--- src/rtl/ailn_moment_unit.sv ---
// ailn_moment_unit: one-pass first/second moment engine for AILayerNorm.
// It accumulates N signed samples and returns the rounded E[x] and E[x^2]
// behind a valid/ready handshake.
module ailn_moment_unit #(
    parameter int unsigned N      = 8,
    parameter int unsigned DATA_W = 8,
    parameter int unsigned ROUND  = 1
) (
    input  logic                       i_clk,
    input  logic                       i_rstn,
    input  logic                       i_clr,
    input  logic                       i_valid,
    output logic                       o_ready,
    input  logic signed [DATA_W-1:0]   i_x,
    output logic                       o_valid,
    input  logic                       i_ready,
    output logic signed [DATA_W-1:0]   o_ex,
    output logic [2*DATA_W-1:0]        o_ex2
);

    localparam int unsigned S   = $clog2(N);
    localparam int unsigned SW  = DATA_W + S;          // sum accumulator width
    localparam int unsigned PW  = 2*DATA_W - 1;        // square / mean-square width
    localparam int unsigned QW  = PW + S;              // square accumulator width
    localparam int unsigned CW  = S + 1;               // sample counter width
    localparam int unsigned RND = (ROUND != 0) ? (32'd1 << (S - 1)) : 32'd0;

    localparam logic [1:0] ST_IDLE = 2'd0;
    localparam logic [1:0] ST_ACC  = 2'd1;
    localparam logic [1:0] ST_CALC = 2'd2;
    localparam logic [1:0] ST_OUT  = 2'd3;

    logic [1:0]               r_state;
    logic [1:0]               w_state_nxt;
    logic                     r_ready;
    logic                     r_valid;
    logic signed [SW-1:0]     r_sum;
    logic [QW-1:0]            r_sq;
    logic [CW-1:0]            r_cnt;
    logic signed [DATA_W-1:0] r_ex;
    logic [PW-1:0]            r_ex2;

    logic                     w_accept;
    logic                     w_last;
    logic [DATA_W-1:0]        w_mag;
    logic [2*DATA_W-1:0]      w_sq;
    logic signed [SW:0]       w_sum_g;
    logic [QW:0]              w_sq_g;
    logic signed [DATA_W-1:0] w_mean;
    logic [PW-1:0]            w_msq;

    assign w_accept = i_valid && r_ready;
    assign w_last   = (r_cnt == CW'(N - 1));

    // Magnitude is unsigned so the most negative input squares without overflow.
    assign w_mag = i_x[DATA_W-1] ? DATA_W'(-i_x) : DATA_W'(i_x);
    assign w_sq  = (2*DATA_W)'(w_mag) * (2*DATA_W)'(w_mag);

    // Rounding bias is added with one guard bit before the divide-by-N shift.
    assign w_sum_g = (SW+1)'(r_sum) + $signed((SW+1)'(RND));
    assign w_sq_g  = (QW+1)'(r_sq) + (QW+1)'(RND);
    assign w_mean  = DATA_W'(w_sum_g >>> S);
    assign w_msq   = PW'(w_sq_g >> S);

    assign o_ready = r_ready;
    assign o_valid = r_valid;
    assign o_ex    = r_ex;
    assign o_ex2   = {1'b0, r_ex2};

    // State register; o_ready is registered alongside from the next state.
    always_ff @(posedge i_clk or negedge i_rstn) begin
        if (!i_rstn) begin
            r_state <= ST_IDLE;
            r_ready <= 1'b1;
        end else begin
            r_state <= w_state_nxt;
            r_ready <= (w_state_nxt == ST_IDLE) || (w_state_nxt == ST_ACC);
        end
    end

    // Next-state logic; clear overrides everything and returns to IDLE.
    always_comb begin
        w_state_nxt = r_state;
        if (i_clr) begin
            w_state_nxt = ST_IDLE;
        end else begin
            case (r_state)
                ST_IDLE: if (w_accept) w_state_nxt = ST_ACC;
                ST_ACC:  if (w_accept && w_last) w_state_nxt = ST_CALC;
                ST_CALC: w_state_nxt = ST_OUT;
                ST_OUT:  if (i_ready) w_state_nxt = ST_IDLE;
                default: w_state_nxt = ST_IDLE;
            endcase
        end
    end

    // Accumulators and result registers; results are zeroed whenever not valid.
    always_ff @(posedge i_clk or negedge i_rstn) begin
        if (!i_rstn) begin
            r_sum   <= '0;
            r_sq    <= '0;
            r_cnt   <= '0;
            r_ex    <= '0;
            r_ex2   <= '0;
            r_valid <= 1'b0;
        end else if (i_clr) begin
            r_sum   <= '0;
            r_sq    <= '0;
            r_cnt   <= '0;
            r_ex    <= '0;
            r_ex2   <= '0;
            r_valid <= 1'b0;
        end else begin
            case (r_state)
                ST_IDLE: begin
                    if (w_accept) begin
                        r_sum <= SW'(i_x);
                        r_sq  <= QW'(w_sq);
                        r_cnt <= CW'(1);
                    end
                end
                ST_ACC: begin
                    if (w_accept) begin
                        r_sum <= r_sum + SW'(i_x);
                        r_sq  <= r_sq + QW'(w_sq);
                        r_cnt <= r_cnt + CW'(1);
                    end
                end
                ST_CALC: begin
                    r_ex    <= w_mean;
                    r_ex2   <= w_msq;
                    r_valid <= 1'b1;
                    r_sum   <= '0;
                    r_sq    <= '0;
                    r_cnt   <= '0;
                end
                ST_OUT: begin
                    if (i_ready) begin
                        r_ex    <= '0;
                        r_ex2   <= '0;
                        r_valid <= 1'b0;
                    end
                end
                default: begin
                    r_valid <= 1'b0;
                end
            endcase
        end
    end

endmodule

--- config.mk ---
export PLATFORM = sky130hd
export DESIGN_NAME = ailn_moment_unit
export DESIGN_NICKNAME = d
export VERILOG_FILES = /design/src/rtl/ailn_moment_unit.sv
export SDC_FILE = /design/constraint.sdc
export NUM_CORES = 1
export LEC_CHECK = 0
export BUFFER_PORTS_ARGS = -buffer_cell sky130_fd_sc_hd__buf_2
export CAP_MARGIN = 10
export CORE_MARGIN = 2
export CORE_UTILIZATION = 58
export CTS_BUF_LIST = sky130_fd_sc_hd__clkbuf_2
export CTS_CLUSTER_SIZE = 40
export DETAILED_ROUTE_END_ITERATION = 12
export HOLD_SLACK_MARGIN = 0.05
export MAX_ROUTING_LAYER = met4
export PLACE_DENSITY_LB_ADDON = 0.2
export REMOVE_ABC_BUFFERS = 1
export SKIP_LAST_GASP = 1
export SLEW_MARGIN = 15
export SYNTH_ARGS = -nofsm -noshare
export SYNTH_HDL_FRONTEND = slang
export SYNTH_SLANG_ARGS = --single-unit
--- constraint.sdc ---
create_clock -name i_clk -period 2.49 [get_ports i_clk]
set_input_delay 0.498 -clock i_clk [delete_from_list [all_inputs] [get_ports i_clk]]
set_output_delay 0.498 -clock i_clk [all_outputs]
set_load 0.05 [all_outputs]
; After elaboration in Yosys (flattened, before gate mapping)
; Cells that the tools add are included.
[op_classes]
n_eq_ne = 8
reduce_logical = 9
add_sub_neg = 6
multipliers = 1
n_mux = 27
[ops]
columns = cell, count
row1 = 2-to-1 mux 18 bit, 3
row2 = case mux 18 bit (3 select lines), 1
row3 = 2-to-1 mux 11 bit, 3
row4 = case mux 11 bit (3 select lines), 1
row5 = 2-to-1 mux 15 bit, 2
row6 = case mux 15 bit (2 select lines), 1
row7 = 2-to-1 mux 8 bit, 3
row8 = adder 18 x 16 -> 18 bit, 1
row9 = "adder 18 x 3 -> 18 bit, second input constant", 1
row10 = multiplier 8 x 8 -> 16 bit, 1
row11 = case mux 8 bit (2 select lines), 1
row12 = 2-to-1 mux 4 bit, 3
row13 = case mux 4 bit (3 select lines), 1
row14 = "adder 11 x 4 -> 11 bit, second input constant", 1
row15 = adder 11 x 8 -> 11 bit, 1
row16 = "!= test 3 bit, second input constant", 3
row17 = 2-to-1 mux 2 bit, 4
row18 = negator 8 bit, 1
row19 = case mux 2 bit (4 select lines), 1
row20 = "adder 4 x 1 -> 4 bit, second input constant", 1
row21 = "== test 2 x 1 -> 1 bit, second input constant", 2
row22 = "== test 2 bit, second input constant", 2
row23 = "== test 4 x 3 -> 1 bit, second input constant", 1
row24 = zero test 2 bit, 2
row25 = 8 further kinds, 10
[totals]
in_bits = 13
elab_cells = 59
reg_bits = 60

; Depth between registers and ports, before layout
; Gate-level depths: netlist of run 1.
[depth]
depth_word = 7
depth_mapped = 28

; Worst setup path before layout of run 1
; Ideal clock, no wire load.
[synth_timing]
kind = in2reg
from = in i_x[0]
to = reg r_sq[12]
t_required_ps = 2364
setup_time_ps = 126
n_path_buf = 0
t_arrival_ps = 6554
path_stages = 26
setup_slack_ps = -4190
path_cell_list = inv_1 -> ha_1 -> or2b_1 -> o21ai_0 -> xor2_1 -> or2_2 -> inv_1 -> fa_1 -> fa_1 -> inv_1 -> fa_1 -> fa_1 -> inv_1 -> ha_1 -> or2_2 -> o311a_1 -> a21oi_1 -> xnor2_1 -> ha_1 -> and3_1 -> a221o_1 -> a21oi_1 -> nand2_1 -> xnor2_1 -> nor2_1 -> a221o_1
[synth_via]
elab_chain_len = 7
word_cells_on_any_way = 8
cone_classes = add/sub (2) / mul (1) / mux (5)
[synth_rtl]
columns = element, line
row1 = start: declaration, 14  ; input logic signed [DATA_W-1:0] i_x,
row2 = negator 8 bit, 56  ; assign w_mag = i_x[DATA_W-1] ? DATA_W'(-i_x) : DATA_W'(i_x);
row3 = 2-to-1 mux 8 bit *, 56
row4 = multiplier 8 x 8 -> 16 bit *, 57  ; assign w_sq = (2*DATA_W)'(w_mag) * (2*DATA_W)'(w_mag);
row5 = adder 18 x 16 -> 18 bit, 125  ; r_sq <= r_sq + QW'(w_sq);
row6 = 2-to-1 mux 18 bit, 123  ; if (w_accept) begin
row7 = case mux 18 bit (3 select lines) *, 114  ; case (r_state)
row8 = 2-to-1 mux 18 bit *, 106  ; end else if (i_clr) begin
row9 = end signal: assignment, 118  ; r_sq <= QW'(w_sq);
row10 = end signal: assignment, 125
row11 = end: declaration, 38  ; logic [QW-1:0] r_sq;
; Mark *: on every way between the ends. The rest lies on a longest branch, timed or not. The select of a mux whose other input is x is not followed.
; A chain may end at the register's enable or synchronous reset.

; Worst setup path after layout of run 1
[layout_timing]
from = in i_x[0]
to = reg r_sq[15]
; The elaborated chain is that of the path after synthesis.

==> results.md, run 1 <==
* CTS H-tree depth at 3
* Clock latency on the worst-skew pair at 0.55 ns
* Share of layout cells above drive strength 1 at 37.8%
* DRC viols at 0
* WL final at around 20000 µm
* Setup TNS at -41.86 ns
* Routed vias/inst at 6.02
* Crit-path max FO at 6
* Primary FF master, synth: dfrtp_1
* Tmin final at 6.07 ns
* WP data arrival at 6.50 ns
* Final Hold Vio Count at 0
* WL/cell at 19.2 µm
* Yosys cell types at 56
* Slew Viols, Final at 0
* Number of warnings issued by yosys at 0
* Clk_skew at 0.0233 ns
* Clock Tree Root: clkbuf_2
* Die H at ~100 µm
* Initial core utilization at between 50% and 60%
* Status: finished, violations left
* Hold path depth at 3
* Synthesized area at 0.00585 mm²
* Count leader, synth: inv_1
* CP Launch Type: primary input
* Row count at 36
* FMAX at 165 MHz
* Post-route ant nets at 0
* CTS buffer count at 9
* Hold Path Sink: r_state[0]$_DFF_PN0_
* Total grt overflow at 0
* Vias in the first global route at 6111
* FFs w/ async S/R, synth at 100%
* Yosys reg bits at 60
* I/O Pins at 39
* R2R Setup Slk at -0.04 ns
* IO Port Bufs at 37
* Max-capacitance violation count at 0
* First-pass GRT wire length at 29000 µm
* CTS tree: built
* Max clock buf depth at 2
* Yosys top cell area share at 25.2%
* Dpl hpwl at 12300 µm
* RD Place Congestion at approximately 0.94
* Critical R2R Launch: r_sq[2]$_DFFE_PN0P_
* Gr usage total at 33.9%
* PnR worst setup slack at -3.58 ns
* Final period util at 244%
* Critical Path RT at a little under 3 ns
* Initial antenna violation count at 1
* Nets at between 900 and 1000
* Via count at about 6000
* Filler cell count in the final layout at 531
* Most common cell on crit path: fa_1
* Crit end category: flip-flop
* Synth-to-layout area growth at 42.2%
* Hold_sp: i_valid
* Syn Area/Cell at 8.50 µm²
* First-pass iteration count of the detailed router at 6
* Setup-failing EPs final at 15
* Part of the Yosys area used for sequential elements at about 26%
* Die ar. at 0.0109 mm²
* Horiz. Die Dim at 104 µm
* Max incr delay on CP at 0.51 ns
* Most frequent cells after synthesis: inv_1, ha_1, nor2_1, nand2_1, dfrtp_1
* Largest net degree at the start of global routing at 24
* Slew Limit Headroom at 49.4%
* Core footprint at 0.00977 mm²
* Top cells by area, synth: dfrtp_1, ha_1, fa_1, o21ai_0, xnor2_1
* Slowest cell on crit path: fa_1
* Worst setup path category: in2reg
* Worst hold slack at 0.390 ns
* Violated checks: setup timing
* Drt first-iter violations at 628
* Worst R2R Path Depth at 10
* Worst Max-Slew Pin Slew at around 0.75 ns
* Post-synth EDFFs at 0
* Worst min path class: in2reg
* DP Worst Slack at -4.40 ns
* Mapped Cells at 688
* CTS Sinks at 60
* Clock slew at reported path FFs at 0.18 ns
* RSZ-0062 raised after global routing: true
* Synth area leader: dfrtp_1
* Reg2reg end: r_sq[17]$_DFFE_PN0P_
[how the worst max path moves through the flow]
stage | end | cells past startpoint | slack, ns | startpoint
global placement | r_sq[12]$_DFFE_PN0P_ | 27 | -4.17 | i_x[0]
CTS | r_sq[14]$_DFFE_PN0P_ | 28 | -3.34 | i_x[2]
detailed placement | r_sq[12]$_DFFE_PN0P_ | 27 | -4.40 | i_x[0]
finish | r_sq[15]$_DFFE_PN0P_ | 29 | -3.58 | i_x[0]
floorplan | r_sq[12]$_DFFE_PN0P_ | 26 | -4.19 | i_x[0]
global route | r_sq[15]$_DFFE_PN0P_ | 29 | -3.71 | i_x[0]
[state kept, by name, indices dropped and copies added, names as in the netlist]
| register | cells |
|---|---|
| o_ex | 8 |
| o_ready | 1 |
| o_valid | 1 |
| r_cnt | 4 |
| r_ex2 | 15 |
| r_sq | 18 |
| r_state | 2 |
| r_sum | 11 |
[per-stage QoR]
step | instance area [µm²] | cells | utilization [%]
after floorplan | 5790 | 674 | -
after CTS | 7890 | 1009 | 80.7
after global placement | 7080 | 968 | 72.4
final | 8320 | 1023 | 85.1
after global routing | 8320 | 1023 | 85.1
after detailed placement | 7080 | 968 | 72.4
[routing by layer]
layer	global-route usage, %	vias up	routed length (µm)
met1	40.1	2917	7320
met2	58.6	351	9990
li1	-	2792	-
met5	-	-	0
met3	4.20	95	1490
met4	13.4	0	866
[area by class of cell]
type                       count  area (µm²)  share of cell area, %
multi-input combinational    547        4810                   57.8
sequential                    60        1500                   18.1
timing repair buffer         199        1480                   17.8
inverter                      67         254                   3.05
tap                          133         166                   2.00
clock inverter                 6        55.1                  0.662
clock buffer                  10        50.0                  0.602
antenna                        1        2.50                 0.0301
[what timing repair did]
action,in CTS,in global routing
pin swaps,84,48
resized for setup,105,57
buffers inserted,26,14
endpoints found under the setup margin,16,21
hold endpoints to repair,21,0
hold buffers,1,0
[layout by cell type, fill, tap and decap left out, types with 5 or more instances in the layout]
master	count
o21ai_1	6
inv_2	13
nand3_1	10
nand2b_1	8
o21ai_2	7
fa_1	24
a21oi_1	20
nand4_1	5
buf_2	33
ha_1	44
a22oi_1	6
nor2_1	50
xor2_1	25
xor2_2	5
ha_4	18
nor2_4	6
a221o_1	7
a211oi_1	5
xnor2_1	21
dfrtp_1	59
inv_1	53
nand2_1	59
xnor2_2	7
clkbuf_2	10
a21oi_2	7
buf_4	149
and3_1	8
nor3_1	17
a21o_1	19
conb_1	9
o21ai_0	46
buf_6	15
nor2_2	7
a211oi_2	5
[worst max-delay path, delay by kind of cell]
family	cells	cell delay, ns
AOI/OAI and AO/OA	7	1.23
xor gates and xnor gates	2	0.54
adders and majority gates	7	2.44
buffers and inverters	8	0.84
muxes	1	0.17
and+or+nand+nor	4	0.78
[cells by family (layout without fill, tap and decap cells)]
kind of cell	count (synthesis)	count (layout)	share of synthesized area, %
xor gates and xnor gates	60	60	8.98
and+or+nand+nor	205	205	16.4
muxes	4	4	0.770
adders and majority gates	89	89	22.4
AOI/OAI and AO/OA	180	180	19.9
buffers and inverters	88	282	5.73
other	2	10	0.128
DFF	60	60	25.7
Power of run 1 is not shown: default switching activity piles up to over one toggle a cycle in this logic, so the estimate is an artifact.
==> run 2: changes to the inputs <==
- CORE_ASPECT_RATIO: unset -> 1.1
==> results.md, run 2 (synthesis gave the netlist of run 1 again) <==
* Critical R2R Launch: r_sum[0]$_DFFE_PN0P_ (was r_sq[2]$_DFFE_PN0P_)
* Gr usage total at 30.8% (was 33.9%)
* ANT cells at 0 (was 1)
* Crit end category: flip-flop (unchanged)
* Biggest register: r_sq (unchanged)
* Clk_skew at 0.0261 ns (was 0.0233 ns)
* I/O Pins at 39 (unchanged)
* First-pass iteration count of the detailed router at 6 (unchanged)
* Drt first-iter violations at 659 (was 628)
* Largest regs: r_sq: 18 flops, r_ex2: 15 flops, r_sum: 11 flops (unchanged)
* Worst min path class: in2reg (unchanged)
* Nets at 985 (was 986)
* DRC viols at 0 (unchanged)
* Max incr delay on CP at 0.50 ns (was 0.51 ns)
* FMAX at 163 MHz (was 165 MHz)
* Slowest cell on crit path: fa_1 (unchanged)
* WP data arrival at 6.49 ns (was 6.50 ns)
* Core footprint at 0.00984 mm² (was 0.00977 mm²)
* Post-route ant nets at 0 (unchanged)
* Worst Max-Slew Pin Slew at 0.721 ns (was 0.754 ns)
* Clock slew at reported path FFs at 0.17 ns (was 0.18 ns)
* CP Launch Type: primary input (unchanged)
* Max clock buf depth at 2 (unchanged)
* RD Place Congestion at 0.884 (was 0.945)
* Horiz. Die Dim at 99.8 µm (was 104 µm)
* Largest net degree at the start of global routing at 28 (was 24)
* Setup crit start: i_x[1] (was i_x[0])
* Hold_sp: i_clr (was i_valid)
* Row count at 38 (was 36)
* Final Hold Vio Count at 0 (unchanged)
* Synth-to-layout area growth at 39.5% (was 42.2%)
* Vias in the first global route at 5798 (was 6111)
* Violated checks: setup timing (unchanged)
* Hold path depth at 2 (was 3)
* Total area of sequential cells at 0.00150 mm² (unchanged)
* Initial antenna violation count at 0 (was 1)
* CTS Sinks at 60 (unchanged)
* Multi-input gate area at 0.00468 mm² (was 0.00481 mm²)
* CTS buffer count at 9 (unchanged)
* WL/cell at 18.9 µm (was 19.2 µm)
* Routed vias/inst at 6.10 (was 6.02)
* WL final at 19000 µm (was 19700 µm)
* DP Worst Slack at -4.25 ns (was -4.40 ns)
* Filler cell count in the final layout at 585 (was 531)
* Clock Tree Root: clkbuf_2 (unchanged)
* Die H at 109 µm (was 104 µm)
* Initial core utilization at 59.4% (was 59.8%)
* Critical Path RT at 2.83 ns (was 2.92 ns)
* Slew Limit Headroom at 51.6% (was 49.4%)
* Share of layout cells above drive strength 1 at 35.9% (was 37.8%)
* Design area at 0.00816 mm² (was 0.00832 mm²)
* CTS tree: built (unchanged)
* Total grt overflow at 0 (unchanged)
* Slew Viols, Final at 0 (unchanged)
* Tmin final at 6.15 ns (was 6.07 ns)
* Setup-failing EPs final at 17 (was 15)
* Max reg flops at 18 (unchanged)
* CTS H-tree depth at 3 (unchanged)
* Worst setup path category: in2reg (unchanged)
* First-pass GRT wire length at 26300 µm (was 29000 µm)
* Most common cell after layout, fill and taps aside: buf_4 (unchanged)
* Max-capacitance violation count at 0 (unchanged)
* Dpl hpwl at 12000 µm (was 12300 µm)
* Most frequent cells in the layout: buf_4, nand2_1, dfrtp_1 (unchanged)
* RSZ-0062 raised after global routing: true (unchanged)
* Final Non-Filler Cells at 1006 (was 1023)
* Final Core Density at 82.9% (was 85.1%)
* PnR worst setup slack at -3.66 ns (was -3.58 ns)
* Worst R2R Path Depth at 9 (was 10)
* Die ar. at 0.0109 mm² (about the same)
* Status: finished, violations left (unchanged)
* Final period util at 247% (was 244%)
* IO Port Bufs at 37 (unchanged)
* Via count at 6138 (was 6155)
* Crit-path max FO at 5 (was 6)
* Area after DPL at 0.00706 mm² (was 0.00708 mm²)
* Placed insts at 955 (was 968)
* Clock latency on the worst-skew pair at 0.48 ns (was 0.55 ns)
## run 2: changes by cell type in the layout (fill, tap and decap cells not counted), sizes merged
cell      previous run  this run
clkinvlp             1         0
bufinv               1         0
buf                198       197
diode                1         0
## run 2: final timing paths
check | to | slack [ns]
hold / removal | r_sum[4]$_DFFE_PN0P_ | 0.39
hold reg to reg | o_valid$_DFFE_PN0P_ | 0.49
setup / recovery | r_sq[15]$_DFFE_PN0P_ | -3.66
setup reg to reg | r_sum[10]$_DFFE_PN0P_ | -0.04
max in group asynchronous | o_ready$_DFF_PN1_ | 1.18
min in group asynchronous | r_sum[2]$_DFFE_PN0P_ | 0.56
## run 2: per-layer routing
| metal | global-route usage [%] | up-vias | share of wire, % |
|---|---|---|---|
| met5 | - | - | 0 |
| met4 | 8.61 | 0 | 5.1 |
| met3 | 3.94 | 117 | 6.2 |
| met2 | 55.3 | 308 | 52 |
| met1 | 36.7 | 2938 | 37 |
| li1 | - | 2775 | - |
## run 2: critical path, delay by kind of cell
family	cells	cell delay (ns)
buf+inv	10	1.01
fa+ha+maj	7	2.28
xor+xnor	2	0.30
simple gates	6	0.79
compound gates	8	1.46
mux	1	0.14
## run 2: repair_timing
action | in CTS | in global routing
setup buffers | 16 | 25
setup endpoints to repair | 17 | 19
pin swaps | 74 | 69
hold buffers | 1 | 0
gates resized for setup | 81 | 74
hold endpoints to repair | 25 | 0
## run 2: area by class of cell
cell class                 instances  area share [%]
multi-input combinational        547            57.4
sequential                        60            18.4
timing repair buffer             198            18.4
inverter                          67            3.14
tap                              120            1.84
clock buffer                      10           0.613
clock inverter                     4           0.230
## run 2: metrics by stage
step	hold slack (ns)	setup TNS [ns]
global route	0.389	-45.06
detailed placement	0.459	-55.21
finish	0.394	-43.29
CTS	0.345	-39.91
floorplan	0.202	-48.76
global placement	0.454	-52.80
Power of run 2 is left out for the same reason.
==> run 3: changes to the inputs <==
- RECOVER_POWER: unset -> 50
==> results.md, run 3 (synthesis gave the netlist of run 1 again) <==
* Worst setup path category: in2reg (unchanged)
* PnR worst setup slack at -3.67 ns (was -3.66 ns)
* Crit-path max FO at 5 (unchanged)
* Worst R2R Path Depth at 9 (unchanged)
* WL/cell at 18.9 µm (about the same)
* Violated checks: capacitance limit, slew limit, setup timing (was setup timing)
* Max-capacitance violation count at 1 (was 0)
* DRC viols at 0 (unchanged)
* Setup TNS at -43.30 ns (was -43.29 ns)
* ANT cells at 0 (unchanged)
* CTS tree: built (unchanged)
* CP Launch Type: primary input (unchanged)
* Nets at 985 (unchanged)
* Most frequent cells in the layout: buf_4, nand2_1, dfrtp_1 (unchanged)
* Total grt overflow at 0 (unchanged)
* First-pass GRT wire length at 26300 µm (unchanged)
* Clk_skew at 0.0262 ns (was 0.0261 ns)
* Final Hold Vio Count at 0 (unchanged)
* WP data arrival at 6.49 ns (about the same)
* Largest net degree at the start of global routing at 28 (unchanged)
* Die H at 109 µm (unchanged)
* Hold path depth at 2 (unchanged)
* Worst hold slack at 0.407 ns (was 0.394 ns)
* Most common cell after layout, fill and taps aside: buf_4 (unchanged)
* Dpl hpwl at 12000 µm (unchanged)
* Critical Path RT at 2.82 ns (was 2.83 ns)
* Placed insts at 955 (unchanged)
* Post-route ant nets at 0 (unchanged)
* IO Port Bufs at 37 (unchanged)
* Crit end category: flip-flop (unchanged)
* Vias in the first global route at 5798 (unchanged)
* Final period util at 247% (about the same)
* CTS Sinks at 60 (unchanged)
* Worst min path class: in2reg (unchanged)
* Gr usage total at 30.8% (unchanged)
* Initial core utilization at 59.4% (unchanged)
* Worst Max-Slew Pin Slew at 1.51 ns (was 0.721 ns)
* Max clock buf depth at 2 (unchanged)
* Clock latency on the worst-skew pair at 0.47 ns (was 0.48 ns)
* Share of layout cells above drive strength 1 at 35.4% (was 35.9%)
* Slew Limit Headroom at -0.413% (was 51.6%)
* Status: finished, violations left (unchanged)
* Die ar. at 0.0109 mm² (unchanged)
* Biggest register: r_sq (unchanged)
* Slew Viols, Final at 27 (was 0)
* Slowest cell on crit path: fa_1 (unchanged)
* RSZ-0062 raised after global routing: true (unchanged)
* Initial antenna violation count at 0 (unchanged)
* Tmin final at 6.16 ns (was 6.15 ns)
* FMAX at 162 MHz (was 163 MHz)
* Row count at 38 (unchanged)
* Clock Tree Root: clkbuf_2 (unchanged)
* Final Non-Filler Cells at 1006 (unchanged)
* Max reg flops at 18 (unchanged)
* Setup-failing EPs final at 17 (unchanged)
* CTS H-tree depth at 3 (unchanged)
* Largest regs: r_sq: 18 flops, r_ex2: 15 flops, r_sum: 11 flops (unchanged)
* Horiz. Die Dim at 99.8 µm (unchanged)
* Clock slew at reported path FFs at 0.17 ns (about the same)
* Via count at 6149 (was 6138)
* I/O Pins at 39 (unchanged)
* CTS buffer count at 9 (unchanged)
* First-pass iteration count of the detailed router at 8 (was 6)
* Routed vias/inst at 6.11 (was 6.10)
* Synth-to-layout area growth at 39.3% (was 39.5%)
* Core footprint at 0.00984 mm² (unchanged)
* Drt first-iter violations at 648 (was 659)
* RD Place Congestion at 0.884 (unchanged)
* Max incr delay on CP at 0.50 ns (about the same)
* WL final at 19000 µm (about the same)
==> run 3: final timing paths <==
path                                  startpoint                    end  slack, ns
setup / recovery                          i_x[1]   r_sq[15]$_DFFE_PN0P_      -3.67
hold / removal                             i_clr   r_sum[4]$_DFFE_PN0P_       0.41
setup reg to reg            r_sum[0]$_DFFE_PN0P_  r_sum[10]$_DFFE_PN0P_      -0.03
hold reg to reg            r_ex2[13]$_DFFE_PN0P_  r_ex2[13]$_DFFE_PN0P_       0.49
max in group asynchronous                 i_rstn      o_ready$_DFF_PN1_       0.38
min in group asynchronous                 i_rstn    r_sq[3]$_DFFE_PN0P_       0.91
==> run 3: critical path, delay by kind of cell <==
| family | cells | cell delay, ns |
|---|---|---|
| buffers and inverters | 10 | 1.01 |
| AO/OA/AOI/OAI | 8 | 1.42 |
| multiplexers | 1 | 0.14 |
| XOR/XNOR | 2 | 0.38 |
| AND/OR/NAND/NOR | 6 | 0.77 |
| adder cells (fa/ha/maj) | 7 | 2.27 |
==> run 3: final cells by class <==
cell class | count | area (µm²)
Sequential cell | 60 | 1500
Clock buffer | 10 | 50.0
Timing Repair Buffer | 198 | 1490
Multi-Input combinational cell | 547 | 4680
Inverter | 67 | 256
Tap cell | 120 | 150
Fill cell | 591 | 1690
Clock inverter | 4 | 18.8
==> run 3: layer usage <==
metal / vias up / track usage [%] / wire length [µm]
li1: 2777 / - / -
met1: 2934 / 36.7 / 6960
met2: 318 / 55.3 / 9770
met3: 120 / 3.94 / 1210
met4: 0 / 8.61 / 1020
met5: - / - / 0
==> run 3: stage by stage <==
stage	utilization, %	setup WS [ns]	area [µm²]
5_1_grt	82.8	-3.76	8150
2_1_floorplan	-	-4.19	5790
3_3_place_gp	71.8	-4.15	7060
6_report	82.8	-3.67	8150
4_1_cts	77.4	-3.30	7620
3_5_place_dp	71.8	-4.25	7060
==> run 3: timing repair <==
action,CTS,global route
pin swaps,74,69
setup buffers,16,25
resized for setup,81,74
hold buffers,1,0
endpoints found under the hold margin,25,0
endpoints found under the setup margin,17,19
Power of run 3 is left out for the same reason.
